## src/rtl/cpu_axi_bridge.sv

```systemverilog
// Bridges cpu_core's SRAM-like inst/data ports onto one AXI master.
// Inst and data reads share AR (data first); data stores use AW/W/B.
module cpu_axi_bridge #(
  parameter logic [3:0] INST_ID = 4'd0,
  parameter logic [3:0] DATA_ID = 4'd1
) (
  input  logic        clk,
  input  logic        reset,
  input  logic        inst_sram_req,
  input  logic [1:0]  inst_sram_size,
  input  logic [31:0] inst_sram_addr,
  output logic        inst_sram_addr_ok,
  output logic        inst_sram_data_ok,
  output logic [31:0] inst_sram_rdata,
  input  logic        data_sram_req,
  input  logic        data_sram_wr,
  input  logic [1:0]  data_sram_size,
  input  logic [31:0] data_sram_addr,
  input  logic [3:0]  data_sram_wstrb,
  input  logic [31:0] data_sram_wdata,
  output logic        data_sram_addr_ok,
  output logic        data_sram_data_ok,
  output logic [31:0] data_sram_rdata,
  output logic [3:0]  arid,
  output logic [31:0] araddr,
  output logic [2:0]  arsize,
  output logic        arvalid,
  input  logic        arready,
  input  logic [3:0]  rid,
  input  logic [31:0] rdata,
  input  logic        rvalid,
  output logic        rready,
  output logic [31:0] awaddr,
  output logic [2:0]  awsize,
  output logic        awvalid,
  input  logic        awready,
  output logic [31:0] wdata,
  output logic [3:0]  wstrb,
  output logic        wvalid,
  input  logic        wready,
  input  logic        bvalid,
  output logic        bready
);

  typedef enum logic {AR_IDLE, AR_REQ} ar_state_t;
  typedef enum logic {W_IDLE, W_REQ} w_state_t;

  ar_state_t ar_state;
  w_state_t  w_state;
  logic      inst_pend;
  logic      data_pend;
  logic      data_rd_ok;
  logic      data_wr_ok;
  logic      r_inst;
  logic      r_data;
  logic      b_data;

  // Request acceptance; one outstanding transaction per port keeps loads behind stores.
  assign data_rd_ok = !reset && data_sram_req && !data_sram_wr && !data_pend && (ar_state == AR_IDLE);
  assign data_wr_ok = !reset && data_sram_req && data_sram_wr && !data_pend && (w_state == W_IDLE);
  assign data_sram_addr_ok = data_rd_ok || data_wr_ok;
  assign inst_sram_addr_ok = !reset && inst_sram_req && !inst_pend && (ar_state == AR_IDLE) && !data_rd_ok;

  assign r_inst = rvalid && rready && (rid == INST_ID);
  assign r_data = rvalid && rready && (rid == DATA_ID);
  assign b_data = bvalid && bready;

  // AR channel: data read wins over instruction fetch.
  always_ff @(posedge clk) begin
    if (reset) begin
      ar_state <= AR_IDLE;
      arvalid  <= 1'b0;
      araddr   <= 32'd0;
      arid     <= 4'd0;
      arsize   <= 3'd0;
    end else if (ar_state == AR_IDLE) begin
      if (data_rd_ok) begin
        ar_state <= AR_REQ;
        arvalid  <= 1'b1;
        araddr   <= data_sram_addr;
        arid     <= DATA_ID;
        arsize   <= {1'b0, data_sram_size};
      end else if (inst_sram_addr_ok) begin
        ar_state <= AR_REQ;
        arvalid  <= 1'b1;
        araddr   <= inst_sram_addr;
        arid     <= INST_ID;
        arsize   <= {1'b0, inst_sram_size};
      end
    end else if (arready) begin
      ar_state <= AR_IDLE;
      arvalid  <= 1'b0;
    end
  end

  // AW and W handshake independently; the FSM idles once both are done.
  always_ff @(posedge clk) begin
    if (reset) begin
      w_state <= W_IDLE;
      awvalid <= 1'b0;
      wvalid  <= 1'b0;
      awaddr  <= 32'd0;
      awsize  <= 3'd0;
      wdata   <= 32'd0;
      wstrb   <= 4'd0;
    end else if (w_state == W_IDLE) begin
      if (data_wr_ok) begin
        w_state <= W_REQ;
        awvalid <= 1'b1;
        wvalid  <= 1'b1;
        awaddr  <= data_sram_addr;
        awsize  <= {1'b0, data_sram_size};
        wdata   <= data_sram_wdata;
        wstrb   <= data_sram_wstrb;
      end
    end else begin
      if (awvalid && awready) awvalid <= 1'b0;
      if (wvalid && wready) wvalid <= 1'b0;
      if ((!awvalid || awready) && (!wvalid || wready)) w_state <= W_IDLE;
    end
  end

  // Response routing by rid / B, pending tracking and registered data_ok pulses.
  always_ff @(posedge clk) begin
    if (reset) begin
      rready            <= 1'b0;
      bready            <= 1'b0;
      inst_pend         <= 1'b0;
      data_pend         <= 1'b0;
      inst_sram_data_ok <= 1'b0;
      data_sram_data_ok <= 1'b0;
      inst_sram_rdata   <= 32'd0;
      data_sram_rdata   <= 32'd0;
    end else begin
      rready            <= 1'b1;
      bready            <= 1'b1;
      inst_sram_data_ok <= r_inst && inst_pend;
      data_sram_data_ok <= (r_data || b_data) && data_pend;
      if (r_inst && inst_pend) inst_sram_rdata <= rdata;
      if (r_data && data_pend) data_sram_rdata <= rdata;
      if (inst_sram_addr_ok) inst_pend <= 1'b1;
      else if (r_inst) inst_pend <= 1'b0;
      if (data_sram_addr_ok) data_pend <= 1'b1;
      else if (r_data || b_data) data_pend <= 1'b0;
    end
  end

  // A response without a matching outstanding request is a slave protocol error.
  always_ff @(posedge clk) begin
    if (!reset) begin
      assert (!(r_inst && !inst_pend));
      assert (!(r_data && !data_pend));
      assert (!(b_data && !data_pend));
    end
  end

endmodule

```

## config.mk

```make
export PLATFORM = sky130hd
export DESIGN_NAME = cpu_axi_bridge
export DESIGN_NICKNAME = d
export VERILOG_FILES = /design/src/rtl/cpu_axi_bridge.sv
export SDC_FILE = /design/constraint.sdc
export NUM_CORES = 1
export LEC_CHECK = 0
export CAP_MARGIN = 0
export CORE_AREA = 5 5 133 135
export DETAILED_ROUTE_END_ITERATION = 12
export DIE_AREA = 0 0 138 140
export GPL_TIMING_DRIVEN = 0
export PLACE_DENSITY_LB_ADDON = 0.15
export SLEW_MARGIN = 20
export SYNTH_ARGS = -nofsm -noshare
export SYNTH_HDL_FRONTEND = slang
export SYNTH_SLANG_ARGS = --single-unit
```

## constraint.sdc

```tcl
create_clock -name clk -period 5.12 [get_ports clk]
set_clock_uncertainty 0.05 [all_clocks]
set_input_delay 1.28 -clock clk [delete_from_list [all_inputs] [get_ports clk]]
set_output_delay 1.28 -clock clk [all_outputs]
set_load 0.005 [all_outputs]
```

* Yosys cells after proc, flatten, opt, wreduce, memory -nomap -nowiden
Cells that the tools add are included.
Widths: inputs -> output; s select.
** Cells by class
- Reduce and logical (&&, ||, !) cells :: 43
- Muxes and demuxes :: 27
- Eq/ne operators :: 4
- Bitwise operators :: 2
** Operator list (number)
- $mux 32 :: 2
- $logic_and 1x1->1 :: 21
- $mux 1 :: 21
- $reduce_and 2->1 :: 5
- $mux 4 :: 2
- $reduce_bool 2->1 :: 4
- $logic_not 1->1 :: 7
- $mux 3 :: 2
- $eq 4x1->1 const B :: 1
- $logic_not 4->1 :: 1
- $logic_or 1x1->1 :: 4
- $ne 2x1->1 const B :: 2
- $reduce_bool 3->1 :: 1
- $ne 2x2->1 const B :: 1
- $not 1->1 :: 2
** Storage, ports and cells
- Output and inout bits :: 183
- Bits of input ports :: 150
- Logic and storage cells :: 95
- Flip-flop bits (word level) :: 183

* Longest topological paths before layout
Gate-level depths: netlist (run 1).
- Word-level depth :: 10
- Gate-level depth with buffers :: 8
- Gate-level depth less buffers :: 3

* Least setup slack after synthesis (run 1)
No wires, ideal clock.
- Path kind :: input port to output port
- Start point :: in reset
- End point :: out inst_sram_addr_ok
- Buffers on the path :: 3
- Data required time :: 3.790 ns
- Arrival time :: 2.542 ns
- Setup slack :: 1.248 ns
- Stages on the path :: 5
- Cell sequence :: buf_6 > or4b_2 > clkbuf_1 > clkbuf_1 > nor2_1
** On the way
- Longest elaborated chain between the ends :: 7
- Elaborated cells on any way between the ends :: 10
- Classes of those cells :: 10 x reduce/logical
** RTL lines
- from (decl) :: RTL line 8 : input logic reset,
- $logic_not 1->1 (*)
- $logic_and 1x1->1 (4 in series) :: RTL line 59 : assign data_rd_ok = !reset && data_sram_req && !data_sram_wr && !data_pend && (ar_state == AR_IDLE);
- $logic_not 1->1 :: RTL line 62 : assign inst_sram_addr_ok = !reset && inst_sram_req && !inst_pend && (ar_state == AR_IDLE) && !data_rd_ok;
- $logic_and 1x1->1 (*) :: RTL line 62
- to (decl) :: RTL line 12 : output logic inst_sram_addr_ok,
Mark *: on every way between the ends. The rest lies on a longest branch, timed or not.

* Final worst setup path (run 1)
- Start point :: in inst_sram_req
- End point :: out inst_sram_addr_ok
** On the way
- Longest elaborated chain between the ends :: 4
** RTL lines
- from (decl) :: RTL line 9 : input logic inst_sram_req,
- $logic_and 1x1->1 (4 in series) :: RTL line 62
No other way between the ends.

==> summary.txt, run 1 <==
Final layout
  • Nets: 1363
  • Cell area after layout: 11400 um^2
  • Non-Filler Instances: 1447
  • Area growth from synthesis to layout: 57.8%
  • Share of cells above drive strength 1: 6.20%

Detailed routing
  • Vias per cell: 5.54
  • DRC viols: 0
  • DR pass1 iterations: 5
  • DR WL/cell: 19.6 um
  • 1st-iter DRT viols: 507
  • Vias: 8019
  • Antenna viol nets, final: 0
  • Total Routed Length: 28400 um

Place
  • Routability congestion estimate from global placement: 0.893
  • Placed insts: 1414
  • Hpwl dp: 21300 um
  • DP Worst Slack: 0.114 ns
  • Area of placed instances: 10800 um^2
  • IO Port Bufs: 326

Die
  • Die span in y: 140 um
  • Top Ports: 333
  • Die W: 138 um
  • Die ar.: 19300 um^2
  • Core Region: 16300 um^2
  • Initial Util: 44.2%
  • Row count: 47

Critical path
  • CP startpoint kind: input port
  • Crit path max fanout: 10
  • Worst Path Buf+Inv: 4
  • Crit path DAT: 3.68 ns
  • Setup crit end kind: output pin
  • R2R depth: 4
  • RR Endpoint: araddr[22]
  • CP max stage delay: 0.58 ns
  • Crit Reg-Reg Startpoint: inst_pend
  • CP cell instances: clkdlybuf4s50_1, or4b_2, clkbuf_1, clkbuf_1, nor2_1, clkdlybuf4s50_1
  • Critical path class: in2out
  • Required time of the critical path: 3.79 ns
  • R2R Setup Slk: 2.90 ns
  • Delay-heaviest family, CP: buffers and inverters
  • Critical Path Slowest Stage Cell: clkdlybuf4s50_1

Timing
  • PnR worst setup slack: 0.111 ns
  • Final TNS setup: 0 ns
  • Final Hold Viols: 0
  • Final worst path period need: 5.01 ns
  • Final Max Slew Viols: 0
  • Max Clk Rate: 200 MHz
  • Final worst path period share: 97.8%
  • Final setup fails: 0
  • Rel. slew slack: 32.6%
  • Slew @ Worst Pin: 0.997 ns
  • Unrepaired setup endpoints after global routing: no

GRT
  • First-pass GRT wire length: 43500 um
  • GR Overflow Total: 0
  • Vias in the first global route: 7686
  • All-Layer GR Usage: 27.9%
  • Initial antenna violation count: 1
  • Pin count of the biggest net entering global routing: 17

CTS
  • Post CTS Setup Buffer Count: 0
  • Clk Latency, worst-skew pair: 0.43 ns
  • Clock sinks: 179
  • Num CTS Buffers: 17
  • Post-cts sizing count: 0
  • Root Driver: clkbuf_16
  • TritonCTS clock tree: done
  • H-tree level count: 4
  • Cts hold-fix bufs: 0
  • Clock Tree Buf Depth: 2
  • Reg clk slew, reported paths: 0.06 ns

Yosys
  • Seq/Total Area, Yosys: 49.5%
  • Share of the synthesized area in the top cell type: 49.5%
  • Ys async rst share: 0%
  • Synth area leader: dfxtp_1
  • Count leader, synth: dfxtp_1
  • Flops & latches, synth: 179
  • Synth top cells by count: 179 x dfxtp_1, 140 x a21oi_1, 135 x o21ai_0
  • Most common flop cell mapped by yosys: dfxtp_1
  • Cell Area, Synth: 7230 um^2
  • Syn_area_per_cell: 8.37 um^2
  • Area contributors post-synth: dfxtp_1 50%, a21oi_1 9.7%, o21ai_0 9.3%
  • Cell variety after synth: 34
  • Mapped Cells: 864
  • Count of flip-flops with a built-in enable after synthesis: 0
  • Ys Warns: 0

Flow run
  • Max-Cap Viols: 0

Worst hold path
  • Worst Hold Path EP: arid[0]
  • Hold Crit Depth: 2
  • Hold Crit Class: reg2reg
  • Hold path startpoint: arid[0]

Pwr
  • Max VDD drop: 0.000226 V
  • Final Power: 3.36 mW
  • Pwr/cell area: 294 nW/um^2
  • Leakage: 3.67 nW

Status
  • Outcome: complete, no violations
==> worst max path at each step <==
| stage | start | to | slack, ns | cells past startpoint |
|---|---|---|---|---|
| after floorplan | reset | inst_sram_addr_ok | 1.25 | 5 |
| after global placement | inst_sram_req | inst_sram_addr_ok | 0.14 | 6 |
| after detailed placement | inst_sram_req | inst_sram_addr_ok | 0.11 | 6 |
| after CTS | inst_sram_req | inst_sram_addr_ok | 0.1 | 6 |
| after global routing | inst_sram_req | inst_sram_addr_ok | 0.002 | 6 |
| final | inst_sram_req | inst_sram_addr_ok | 0.11 | 6 |
==> state kept, by name, summed over array words and instances, names as in the netlist, 2 cells and up <==
name and count:
araddr 32, awaddr 32, data_sram_rdata 32, inst_sram_rdata 32, wdata 32, wstrb 4
arsize 2, awsize 2
==> cells by family after synthesis <==
family	count (synthesis)	synth area share (%)
compound gates	314	26.2
simple gates	265	17.9
flops	179	49.5
buf+inv	105	6.40
other cells	1	0.0518
==> placed cells by master (no fill, tap or decap), drive strengths merged, types with 4 or more instances in the layout <==
cell	count
inv	4
nor3	35
a311oi	34
o21ai	135
clkbuf	109
bufinv	4
clkdlybuf4s50	326
nand2	74
a21oi	140
conb	5
buf	15
clkinv	4
dfxtp	179
nand3	134
==> stage by stage <==
step                util, %  hold WS, ns
floorplan                 -        0.403
global placement       66.0        0.393
detailed placement     66.0        0.401
CTS                    69.8        0.412
global route           69.8        0.437
finish                 69.8        0.410
==> metal layers <==
layer	global-route usage, %	vias to the layer above	routed length, um
li1	-	3798	-
met1	34.0	3813	11500
met2	47.5	365	13700
met3	9.00	43	2480
met4	8.01	0	670
met5	0	-	0
==> cell type report <==
type | count | area [um^2]
Timing Repair Buffer | 326 | 3260
Antenna cell | 1 | 2.50
Clock inverter | 12 | 178
Clock buffer | 20 | 447
Fill cell | 1392 | 4930
Inverter | 1 | 3.75
Multi-Input combinational cell | 584 | 3200
Sequential cell | 179 | 3580
Buffer | 104 | 459
Tap cell | 220 | 275
==> tightest hold or removal path: cells and delay by family, from the launching register on <==
family           cells  cell delay, ns
AND/OR/NAND/NOR      1            0.05
flip-flops           1            0.31
AO/OA/AOI/OAI        1            0.05
==> report_power, final <==
part	internal, mW	switching [mW]	leakage, nW
sequential	1.44	0.0282	1.45
combinational	0.249	0.235	1.91
clock	0.834	0.570	0.305
Note: power is estimated with default switching activity, not from simulation.
==> inputs of run 2 (changes only) <==
--- a/config.mk
+++ b/config.mk
@@ -7,6 +7,7 @@
 export LEC_CHECK = 0
 export CAP_MARGIN = 0
 export CORE_AREA = 5 5 133 135
+export CTS_CLUSTER_SIZE = 12
 export DETAILED_ROUTE_END_ITERATION = 12
 export DIE_AREA = 0 0 138 140
 export GPL_TIMING_DRIVEN = 0
==> results of run 2 <==
No change in the layout: final DEF, timing and power equal those of run 1.
